**config.mk**
```make
export PLATFORM = sky130hd
export DESIGN_NAME = convpress_node_seq_flat
export DESIGN_NICKNAME = d
export VERILOG_FILES = /design/src/rtl/convpress_pkg.sv /design/src/rtl/convpress_node_seq_if.sv /design/src/rtl/convpress_valid_pipe.sv /design/src/rtl/convpress_node_seq.sv /design/src/flat_wrapper.sv
export SDC_FILE = /design/constraint.sdc
export NUM_CORES = 1
export LEC_CHECK = 0
export CORE_ASPECT_RATIO = 1.4
export CORE_MARGIN = 5
export CORE_UTILIZATION = 50
export DETAILED_ROUTE_END_ITERATION = 8
export PLACE_DENSITY = 0.74
export SLEW_MARGIN = 20
export SYNTH_ARGS = -nofsm -noshare
export SYNTH_HDL_FRONTEND = slang
export SYNTH_HIERARCHICAL = 1
export SYNTH_SLANG_ARGS = --single-unit
```
**constraint.sdc**
```tcl
create_clock -name clk -period 3.2 [get_ports clk]
set_clock_uncertainty 0.15 [all_clocks]
set_input_delay 0.64 -clock clk [delete_from_list [all_inputs] [get_ports clk]]
set_output_delay 0.64 -clock clk [all_outputs]
set_load 0.02 [all_outputs]
```
**src/rtl/convpress_pkg.sv**
```systemverilog
`default_nettype none
// +------------------------------------------------------------------+
// | convpress_pkg                                                    |
// | Shared state encoding and default sizes for the node sequencer.  |
// | Rev 1.0                                                          |
// +------------------------------------------------------------------+
package convpress_pkg;

    localparam int DEF_ADDR_SZ  = 6;
    localparam int DEF_CNT_SZ   = 8;
    localparam int DEF_PIPE_LAT = 3;

    typedef enum logic [2:0] {
        ST_IDLE    = 3'd0,
        ST_PRELOAD = 3'd1,
        ST_LOAD    = 3'd2,
        ST_ISSUE   = 3'd3,
        ST_DRAIN   = 3'd4,
        ST_WRITE   = 3'd5,
        ST_DONE    = 3'd6
    } seq_state_e;

endpackage
`default_nettype wire

```
**src/rtl/convpress_node_seq_if.sv**
```systemverilog
`default_nettype none
// +------------------------------------------------------------------+
// | convpress_node_seq_if                                            |
// | Config/control bundle between layer controller and sequencer.    |
// | Rev 1.0                                                          |
// +------------------------------------------------------------------+
interface convpress_node_seq_if
    import convpress_pkg::*;
#(
    parameter int ADDR_SZ = DEF_ADDR_SZ,
    parameter int CNT_SZ  = DEF_CNT_SZ
);
    logic                i_start;
    logic [CNT_SZ-1:0]   i_num_in;
    logic [ADDR_SZ-1:0]  i_num_out;
    logic                i_first_pass;
    logic                i_last_pass;
    logic                i_stall;
    logic                o_busy;
    logic                o_done;
    logic [ADDR_SZ-1:0]  o_nbin_addr;
    logic                o_sb_req;
    logic [ADDR_SZ-1:0]  o_nbout_addr;
    logic                o_nbout_wen;
    logic                o_load_nbout;
    logic                o_acc_clr;
    logic                o_acc_en;
    logic                o_n1_n2_to_nbout;

    modport slave (
        input  i_start, i_num_in, i_num_out, i_first_pass, i_last_pass, i_stall,
        output o_busy, o_done, o_nbin_addr, o_sb_req, o_nbout_addr, o_nbout_wen,
               o_load_nbout, o_acc_clr, o_acc_en, o_n1_n2_to_nbout
    );

    modport master (
        output i_start, i_num_in, i_num_out, i_first_pass, i_last_pass, i_stall,
        input  o_busy, o_done, o_nbin_addr, o_sb_req, o_nbout_addr, o_nbout_wen,
               o_load_nbout, o_acc_clr, o_acc_en, o_n1_n2_to_nbout
    );
endinterface
`default_nettype wire

```
**src/rtl/convpress_valid_pipe.sv**
```systemverilog
`default_nettype none
// +------------------------------------------------------------------+
// | convpress_valid_pipe                                             |
// | DEPTH-deep valid shift register tracking in-flight N0/N1 work.   |
// | Rev 1.0                                                          |
// +------------------------------------------------------------------+
module convpress_valid_pipe #(
    parameter int DEPTH = 3
) (
    input  wire  clk,
    input  wire  rst,
    input  wire  i_valid,
    output logic o_valid,
    output logic o_empty_next
);
    logic [DEPTH-1:0] sr_q;
    logic [DEPTH-1:0] sr_d;

    generate
        if (DEPTH == 1) begin : g_single
            assign sr_d = i_valid;
        end else begin : g_multi
            assign sr_d = {sr_q[DEPTH-2:0], i_valid};
        end
    endgenerate

    always_ff @(posedge clk) begin
        if (rst) begin
            sr_q <= '0;
        end else begin
            sr_q <= sr_d;
        end
    end

    assign o_valid = sr_q[DEPTH-1];
    // Flags emptiness of the value being loaded, so the last result retires
    // in the same cycle the sequencer decides to write it back.
    assign o_empty_next = ~|sr_d;
endmodule
`default_nettype wire

```
**src/rtl/convpress_node_seq.sv**
```systemverilog
`default_nettype none
// +------------------------------------------------------------------+
// | convpress_node_seq                                               |
// | Per-row restore / issue / drain / write-back sequencer.          |
// | Rev 1.0                                                          |
// +------------------------------------------------------------------+
module convpress_node_seq
    import convpress_pkg::*;
#(
    parameter int ADDR_SZ  = DEF_ADDR_SZ,
    parameter int CNT_SZ   = DEF_CNT_SZ,
    parameter int PIPE_LAT = DEF_PIPE_LAT
) (
    input  wire                  clk,
    input  wire                  rst,
    convpress_node_seq_if.slave  bus
);
    seq_state_e          state_q, state_d;
    logic [CNT_SZ-1:0]   num_in_q, num_in_d;
    logic [CNT_SZ-1:0]   in_idx_q, in_idx_d;
    logic [ADDR_SZ-1:0]  num_out_q, num_out_d;
    logic [ADDR_SZ-1:0]  out_idx_q, out_idx_d;
    logic                first_q, first_d;
    logic                last_q, last_d;
    logic                w_accept;
    logic                w_acc_en;
    logic                w_drained;

    assign w_accept = (state_q == ST_ISSUE) && !bus.i_stall;

    convpress_valid_pipe #(
        .DEPTH (PIPE_LAT)
    ) u_valid_pipe (
        .clk          (clk),
        .rst          (rst),
        .i_valid      (w_accept),
        .o_valid      (w_acc_en),
        .o_empty_next (w_drained)
    );

    assign bus.o_acc_en = w_acc_en;

    always_ff @(posedge clk) begin
        if (rst) begin
            state_q   <= ST_IDLE;
            num_in_q  <= '0;
            in_idx_q  <= '0;
            num_out_q <= '0;
            out_idx_q <= '0;
            first_q   <= 1'b0;
            last_q    <= 1'b0;
        end else begin
            state_q   <= state_d;
            num_in_q  <= num_in_d;
            in_idx_q  <= in_idx_d;
            num_out_q <= num_out_d;
            out_idx_q <= out_idx_d;
            first_q   <= first_d;
            last_q    <= last_d;
        end
    end

    always_comb begin
        state_d   = state_q;
        num_in_d  = num_in_q;
        in_idx_d  = in_idx_q;
        num_out_d = num_out_q;
        out_idx_d = out_idx_q;
        first_d   = first_q;
        last_d    = last_q;

        bus.o_busy           = (state_q != ST_IDLE);
        bus.o_done           = 1'b0;
        bus.o_nbin_addr      = '0;
        bus.o_sb_req         = 1'b0;
        bus.o_nbout_addr     = '0;
        bus.o_nbout_wen      = 1'b0;
        bus.o_load_nbout     = 1'b0;
        bus.o_acc_clr        = 1'b0;
        bus.o_n1_n2_to_nbout = (state_q != ST_IDLE) && last_q;

        unique case (state_q)
            ST_IDLE: begin
                if (bus.i_start) begin
                    num_in_d  = bus.i_num_in;
                    num_out_d = bus.i_num_out;
                    first_d   = bus.i_first_pass;
                    last_d    = bus.i_last_pass;
                    out_idx_d = '0;
                    if ((bus.i_num_in == '0) || (bus.i_num_out == '0)) begin
                        state_d = ST_DONE;
                    end else begin
                        state_d = ST_PRELOAD;
                    end
                end
            end
            ST_PRELOAD: begin
                bus.o_nbout_addr = out_idx_q;
                state_d          = ST_LOAD;
            end
            ST_LOAD: begin
                bus.o_nbout_addr = out_idx_q;
                bus.o_load_nbout = !first_q;
                bus.o_acc_clr    = first_q;
                in_idx_d         = '0;
                state_d          = ST_ISSUE;
            end
            ST_ISSUE: begin
                bus.o_nbin_addr = ADDR_SZ'(in_idx_q);
                bus.o_sb_req    = 1'b1;
                if (!bus.i_stall) begin
                    in_idx_d = in_idx_q + CNT_SZ'(1);
                    if (in_idx_q == num_in_q - CNT_SZ'(1)) begin
                        state_d = ST_DRAIN;
                    end
                end
            end
            ST_DRAIN: begin
                if (w_drained) begin
                    state_d = ST_WRITE;
                end
            end
            ST_WRITE: begin
                bus.o_nbout_addr = out_idx_q;
                bus.o_nbout_wen  = 1'b1;
                if (out_idx_q == num_out_q - ADDR_SZ'(1)) begin
                    state_d = ST_DONE;
                end else begin
                    out_idx_d = out_idx_q + ADDR_SZ'(1);
                    state_d   = ST_PRELOAD;
                end
            end
            ST_DONE: begin
                bus.o_done = 1'b1;
                state_d    = ST_IDLE;
            end
            default: begin
                state_d = ST_IDLE;
            end
        endcase
    end
endmodule
`default_nettype wire

```
**src/flat_wrapper.sv**
```systemverilog
// flat-port wrapper written by rule: the top's interface ports become plain ports
module convpress_node_seq_flat import convpress_pkg::*;
#(
    parameter int ADDR_SZ  = DEF_ADDR_SZ,
    parameter int CNT_SZ   = DEF_CNT_SZ,
    parameter int PIPE_LAT = DEF_PIPE_LAT
)
  (clk, rst, bus_i_start, bus_i_num_in, bus_i_num_out, bus_i_first_pass, bus_i_last_pass, bus_i_stall, bus_o_busy, bus_o_done, bus_o_nbin_addr, bus_o_sb_req, bus_o_nbout_addr, bus_o_nbout_wen, bus_o_load_nbout, bus_o_acc_clr, bus_o_acc_en, bus_o_n1_n2_to_nbout);
  convpress_node_seq_if #(.ADDR_SZ(ADDR_SZ), .CNT_SZ(CNT_SZ)) bus_i ();
  input  wire clk;
  input  wire rst;
  input wire logic [$bits(bus_i.i_start)-1:0] bus_i_start;
  input wire logic [$bits(bus_i.i_num_in)-1:0] bus_i_num_in;
  input wire logic [$bits(bus_i.i_num_out)-1:0] bus_i_num_out;
  input wire logic [$bits(bus_i.i_first_pass)-1:0] bus_i_first_pass;
  input wire logic [$bits(bus_i.i_last_pass)-1:0] bus_i_last_pass;
  input wire logic [$bits(bus_i.i_stall)-1:0] bus_i_stall;
  output wire logic [$bits(bus_i.o_busy)-1:0] bus_o_busy;
  output wire logic [$bits(bus_i.o_done)-1:0] bus_o_done;
  output wire logic [$bits(bus_i.o_nbin_addr)-1:0] bus_o_nbin_addr;
  output wire logic [$bits(bus_i.o_sb_req)-1:0] bus_o_sb_req;
  output wire logic [$bits(bus_i.o_nbout_addr)-1:0] bus_o_nbout_addr;
  output wire logic [$bits(bus_i.o_nbout_wen)-1:0] bus_o_nbout_wen;
  output wire logic [$bits(bus_i.o_load_nbout)-1:0] bus_o_load_nbout;
  output wire logic [$bits(bus_i.o_acc_clr)-1:0] bus_o_acc_clr;
  output wire logic [$bits(bus_i.o_acc_en)-1:0] bus_o_acc_en;
  output wire logic [$bits(bus_i.o_n1_n2_to_nbout)-1:0] bus_o_n1_n2_to_nbout;
  assign bus_i.i_start = bus_i_start;
  assign bus_i.i_num_in = bus_i_num_in;
  assign bus_i.i_num_out = bus_i_num_out;
  assign bus_i.i_first_pass = bus_i_first_pass;
  assign bus_i.i_last_pass = bus_i_last_pass;
  assign bus_i.i_stall = bus_i_stall;
  assign bus_o_busy = bus_i.o_busy;
  assign bus_o_done = bus_i.o_done;
  assign bus_o_nbin_addr = bus_i.o_nbin_addr;
  assign bus_o_sb_req = bus_i.o_sb_req;
  assign bus_o_nbout_addr = bus_i.o_nbout_addr;
  assign bus_o_nbout_wen = bus_i.o_nbout_wen;
  assign bus_o_load_nbout = bus_i.o_load_nbout;
  assign bus_o_acc_clr = bus_i.o_acc_clr;
  assign bus_o_acc_en = bus_i.o_acc_en;
  assign bus_o_n1_n2_to_nbout = bus_i.o_n1_n2_to_nbout;
  convpress_node_seq #(.ADDR_SZ(ADDR_SZ), .CNT_SZ(CNT_SZ), .PIPE_LAT(PIPE_LAT)) u_core (.clk(clk), .rst(rst), .bus(bus_i));
endmodule
```
==> impl_metrics.tcl, run 1 <==
set metrics [dict create \
    first_pass_iters 4 \
    stdcell_count 347 \
    grt_use_total_pct 18.3 \
    post_cts_resized 0 \
    synth-seq-cells 36 \
    vias_per_cell 5.63 \
    synth_top_area_share_pct 34.8 \
    cts_tree "yes" \
    fin_setup_tns_ps 0 \
    maxSlewViolCount 0 \
    finalPower_mw 1.57 \
    yosysSeqAreaShare_pct 34.8 \
    ioPinCount 40 \
    grt_overflow 0 \
    clkTransAtPathRegs_ps 70 \
    setup_violations 0 \
    hold_viol_final 0 \
    place_area_um2 2480 \
    clk_latency_ps 280 \
    synth_edf_count 0 \
    grt_first_pass_wirelength_mm 8.11 \
    chipHeight_um 86.2 \
    cts_sinks 36 \
    nets 328 \
    clk_path_buf_depth 2 \
    avgSynthCellArea_um2 7.74 \
    area_growth_pct 23.5 \
    drt_iter0_drc 105 \
    coreArea_um2 3990 \
    antenna_found_initial 0 \
    min-delay-start "u_core/last_q" \
    whs_ps 314 \
    p_per_area_nw_per_um2 615 \
    yosys.area.top_type "dfxtp_1" \
    netlist_area_um2 2070 \
    grt_pass1_vias 1794 \
    synth_top_cells_by_count "48 x nand2_1, 36 x dfxtp_1, 27 x a21oi_1" \
    numPortBuffers 39 \
    rows 27 \
    fmaxAchievable_ghz 0.348 \
    required_ps 2410 \
    synthCells 268 \
    start_util_pct 52.0 \
    synth_area_leaders "dfxtp_1 35%, nand2_1 8.7%, a21oi_1 6.5%" \
    startpoint "u_core/state_q[0]" \
    startpoint_type "flip-flop" \
    synthFlopType "dfxtp_1" \
    p_leak_nw 0.989 \
    critPathMaxFanout 20 \
    post-cts-setup-buffers 0 \
    antenna-diode-count 0 \
    cts_made_buffers 5 \
    endpoint_kind "output port" \
    relSlewSlack_pct 46.6 \
    gp_congestion 0.853 \
    wl_per_cell_um 13.9 \
    period_share_pct 89.7 \
    root_buffer "clkbuf_8" \
    hold_class "reg -> reg" \
    postRouteAntennaNets 0 \
    drt-total-wl_mm 4.81 \
    synthMostInstantiatedCell "nand2_1" \
    async_flop_share_pct 0 \
    die_x_um 64.4 \
    dp_cells 340 \
    synthesis.nets 292 \
    status "complete, no violations" \
    layout-drive-gt1-share_pct 5.92 \
    path_class "reg -> out" \
    route.detailed.drc 0 \
    cts_hold_buffers 0 \
    worst_pin_slew_ps 793 \
    ys_warn_count 6 \
    grt_setup_unrepaired "false" \
    htreeDepth 2 \
    crit_arrival_ps 2080 \
    ir_worst_vdd_mv 0.315 \
    vias 1953 \
    regToRegStartpoint "u_core/state_q[1]" \
    period_needed_ps 2870 \
    dp.final_hpwl_mm 3.75 \
    stdcell_area_um2 2560 \
    grt_max_degree 22 \
    ys_types 42 \
    drv_cap 0 \
    die-area_um2 5550 \
]
## kinds of logic (layout without fill, tap and decap cells)
family                   after synthesis  count (layout)  share of synthesized area [%]
adder cells (fa/ha/maj)                4               4                           2.41
XOR/XNOR                              23              23                           9.72
AND/OR/NAND/NOR                      131             131                           31.9
buffers and inverters                 21              57                           3.98
flip-flops                            36              36                           34.8
multiplexers                           3               3                           1.51
AO/OA/AOI/OAI                         50              50                           15.8
## flip-flops by register name, indices dropped and copies added (netlist names)
signal and count:
u_core/u_valid_pipe/sr_q 3, u_core/out_idx_q 6, u_core/last_q 1, u_core/in_idx_q 8
u_core/num_out_q 6, u_core/num_in_q 8, u_core/state_q 3, u_core/first_q 1
## per-layer routing
metal	track usage, %	share of wire, %
met3	3.37	3.8
met1	20.9	40
met2	33.1	54
met4	7.50	2.0
met5	0	0
## cell usage in the layout, fill, tap and decap left out, drive strengths merged, types with 2 or more instances in the layout
cell type	n
nor4	3
and3	8
mux2i	2
buf	2
and2	2
o21ai	5
nor3	11
a32oi	2
nand2b	3
a21oi	29
clkdlybuf4s50	39
nand2	49
nand4	6
ha	4
dfxtp	36
or3	3
nand3b	2
inv	9
xnor2	12
o211a	2
a211oi	3
a211o	2
nor2b	13
nor2	22
xor2	11
nand3	5
clkbuf	6
## report_power, final
group | leakage [nW] | internal, mW | switching [mW] | total, mW
Sequential | 0.293 | 0.510 | 0.100 | 0.610
Clock | 0.0410 | 0.148 | 0.154 | 0.301
Combinational | 0.655 | 0.269 | 0.395 | 0.663
## layout make-up
class,instances,area (µm²)
fillers,357,1430
multi-input cells,211,1270
flip-flops and latches,36,721
repair buffers,41,405
clock buffers,6,72.6
well taps,43,53.8
inverters,9,33.8
clock inverters,1,5.00
## per-stage QoR
stage                     setup slack [ps]  utilization, %
final                                  329            64.2
after global routing                   161            64.2
after CTS                              307            64.2
after detailed placement               599            62.3
after global placement                 669            62.3
after floorplan                        919               -
## worst paths after layout
check | end | slack (ps) | cells after the start
min reg2reg | u_core/last_q | 310 | 2
max | bus_o_nbout_addr[4] | 330 | 4
min | u_core/last_q | 310 | 2
max reg2reg | u_core/state_q[0] | 680 | 10
## worst max-delay path, cell delays in order (launching register included)
cell,delay (ps)
dfxtp_1,690
nor2b_1,240
nor2_1,130
nor2b_1,120
clkdlybuf4s50_1,610
No activity file was read; power rests on OpenSTA's default activity.
==> run 2: changes to the inputs <==
Settings changed: CORE_MARGIN 5 to not set, TNS_END_PERCENT set to 1.
==> run 2 against run 1 <==
Against the previous run: first-iteration DRC count shrank 44%; sequential share of layout area unchanged; die area is 21% lower; worst hold slack worse by 14 ps; utilization rose by 0.55 points; cell count unchanged; sequential cell count did not move; wire length is 1.0% lower; register-to-register slack is essentially flat; critical path type unchanged; critical endpoint is now bus_o_nbout_addr[1].
==> impl_metrics.tcl, run 2 (synthesis gave the netlist of run 1 again) <==
set metrics [dict create \
    dp_worst_setup_slack_ps 619 \
    final_common_cell "nand2_1" \
    period_share_pct 89.8 \
    worst_slack_ps 325 \
    start_util_pct 52.5 \
    regToRegStartpoint "u_core/state_q[1]" \
    cts_sinks 36 \
    p_per_area_nw_per_um2 618 \
    antenna_found_initial 0 \
    ioPinCount 40 \
    die_x_um 56.4 \
    post_cts_resized 0 \
    wl_per_cell_um 13.7 \
    area_growth_pct 23.5 \
    clk_path_buf_depth 2 \
    maxSlewViolCount 0 \
    numPortBuffers 39 \
    stdcell_area_um2 2560 \
    period_needed_ps 2880 \
    status "complete, no violations" \
    critPathMaxFanout 20 \
    vias 1897 \
    relSlewSlack_pct 46.0 \
    cts_made_buffers 5 \
    root_buffer "clkbuf_8" \
    required_ps 2410 \
    clk_latency_ps 290 \
    hold_viol_final 0 \
    antenna-diode-count 0 \
    ir_worst_vdd_mv 0.432 \
    nets 328 \
    postRouteAntennaNets 0 \
    min-delay-start "u_core/last_q" \
    grt_max_degree 21 \
    rows 27 \
    coreArea_um2 3950 \
    vias_per_cell 5.47 \
    final_util_pct 64.8 \
    grt_setup_unrepaired "false" \
    cts_tree "yes" \
    layout-drive-gt1-share_pct 5.92 \
    dp.final_hpwl_mm 3.64 \
    place_area_um2 2480 \
    clkTransAtPathRegs_ps 70 \
    htreeDepth 2 \
    fmaxAchievable_ghz 0.348 \
    top_regs "u_core/in_idx_q x8, u_core/num_in_q x8" \
    hold_class "reg -> reg" \
    chipHeight_um 78.2 \
    grt_first_pass_wirelength_mm 7.99 \
    startpoint "u_core/state_q[0]" \
    hold_depth 2 \
    fin_setup_tns_ps 0 \
    worst_pin_slew_ps 802 \
    startpoint_type "flip-flop" \
    die-area_um2 4410 \
    cts_hold_buffers 0 \
    drt_iter0_drc 59 \
    grt_use_total_pct 22.9 \
    setup_violations 0 \
    grt_pass1_vias 1800 \
    drv_cap 0 \
    r2r_cells 10 \
    gp_congestion 0.814 \
    crit_arrival_ps 2090 \
    whs_ps 301 \
    post-cts-setup-buffers 0 \
    route.detailed.drc 0 \
    path_class "reg -> out" \
    mostFrequentLayoutCells "48 x nand2_1, 39 x clkdlybuf4s50_1, 36 x dfxtp_1" \
    first_pass_iters 4 \
    drt-total-wl_mm 4.76 \
    grt_overflow 0 \
    p_leak_nw 0.989 \
    endpoint_kind "output port" \
]
run 2: area by class of cell:
cell class	instances	area, µm²
fillers	377	1390
inverters	9	33.8
multi-input cells	211	1270
clock inverters	1	5.00
repair buffers	41	405
flip-flops and latches	36	721
clock buffers	6	72.6
well taps	43	53.8
run 2: per-stage QoR:
| stage | cells | power, mW |
|---|---|---|
| 2_1_floorplan | 268 | 1.10 |
| 3_3_place_gp | 340 | 1.27 |
| 3_5_place_dp | 340 | 1.29 |
| 4_1_cts | 347 | 1.59 |
| 5_1_grt | 347 | 1.69 |
| 6_report | 347 | 1.58 |
run 2: worst paths after layout:
check,to,slack [ps]
worst max-delay path,bus_o_nbout_addr[1],320
worst min-delay path,u_core/last_q,300
worst max register to register,u_core/state_q[0],670
worst min register to register,u_core/last_q,300
run 2: metal layers:
layer  share of wire, %  GRT usage, %  vias to the layer above
met2                 52          41.9                       36
met5                  0             0                        -
li1                   -             -                      986
met3                2.7          4.28                        8
met4                1.7          9.76                        0
met1                 43          25.3                      867
run 2: where the power goes:
part	leakage (nW)	switching (mW)	internal, mW	total [mW]
Sequential	0.293	0.101	0.510	0.611
Clock	0.0410	0.162	0.148	0.310
Combinational	0.655	0.394	0.269	0.663
Total	0.989	0.656	0.927	1.58
run 2: critical path: stages, from the launching register on:
cell and delay [ps]:
dfxtp_1 680, nor2b_1 240, nor2_1 130, nor2b_1 130, clkdlybuf4s50_1 610
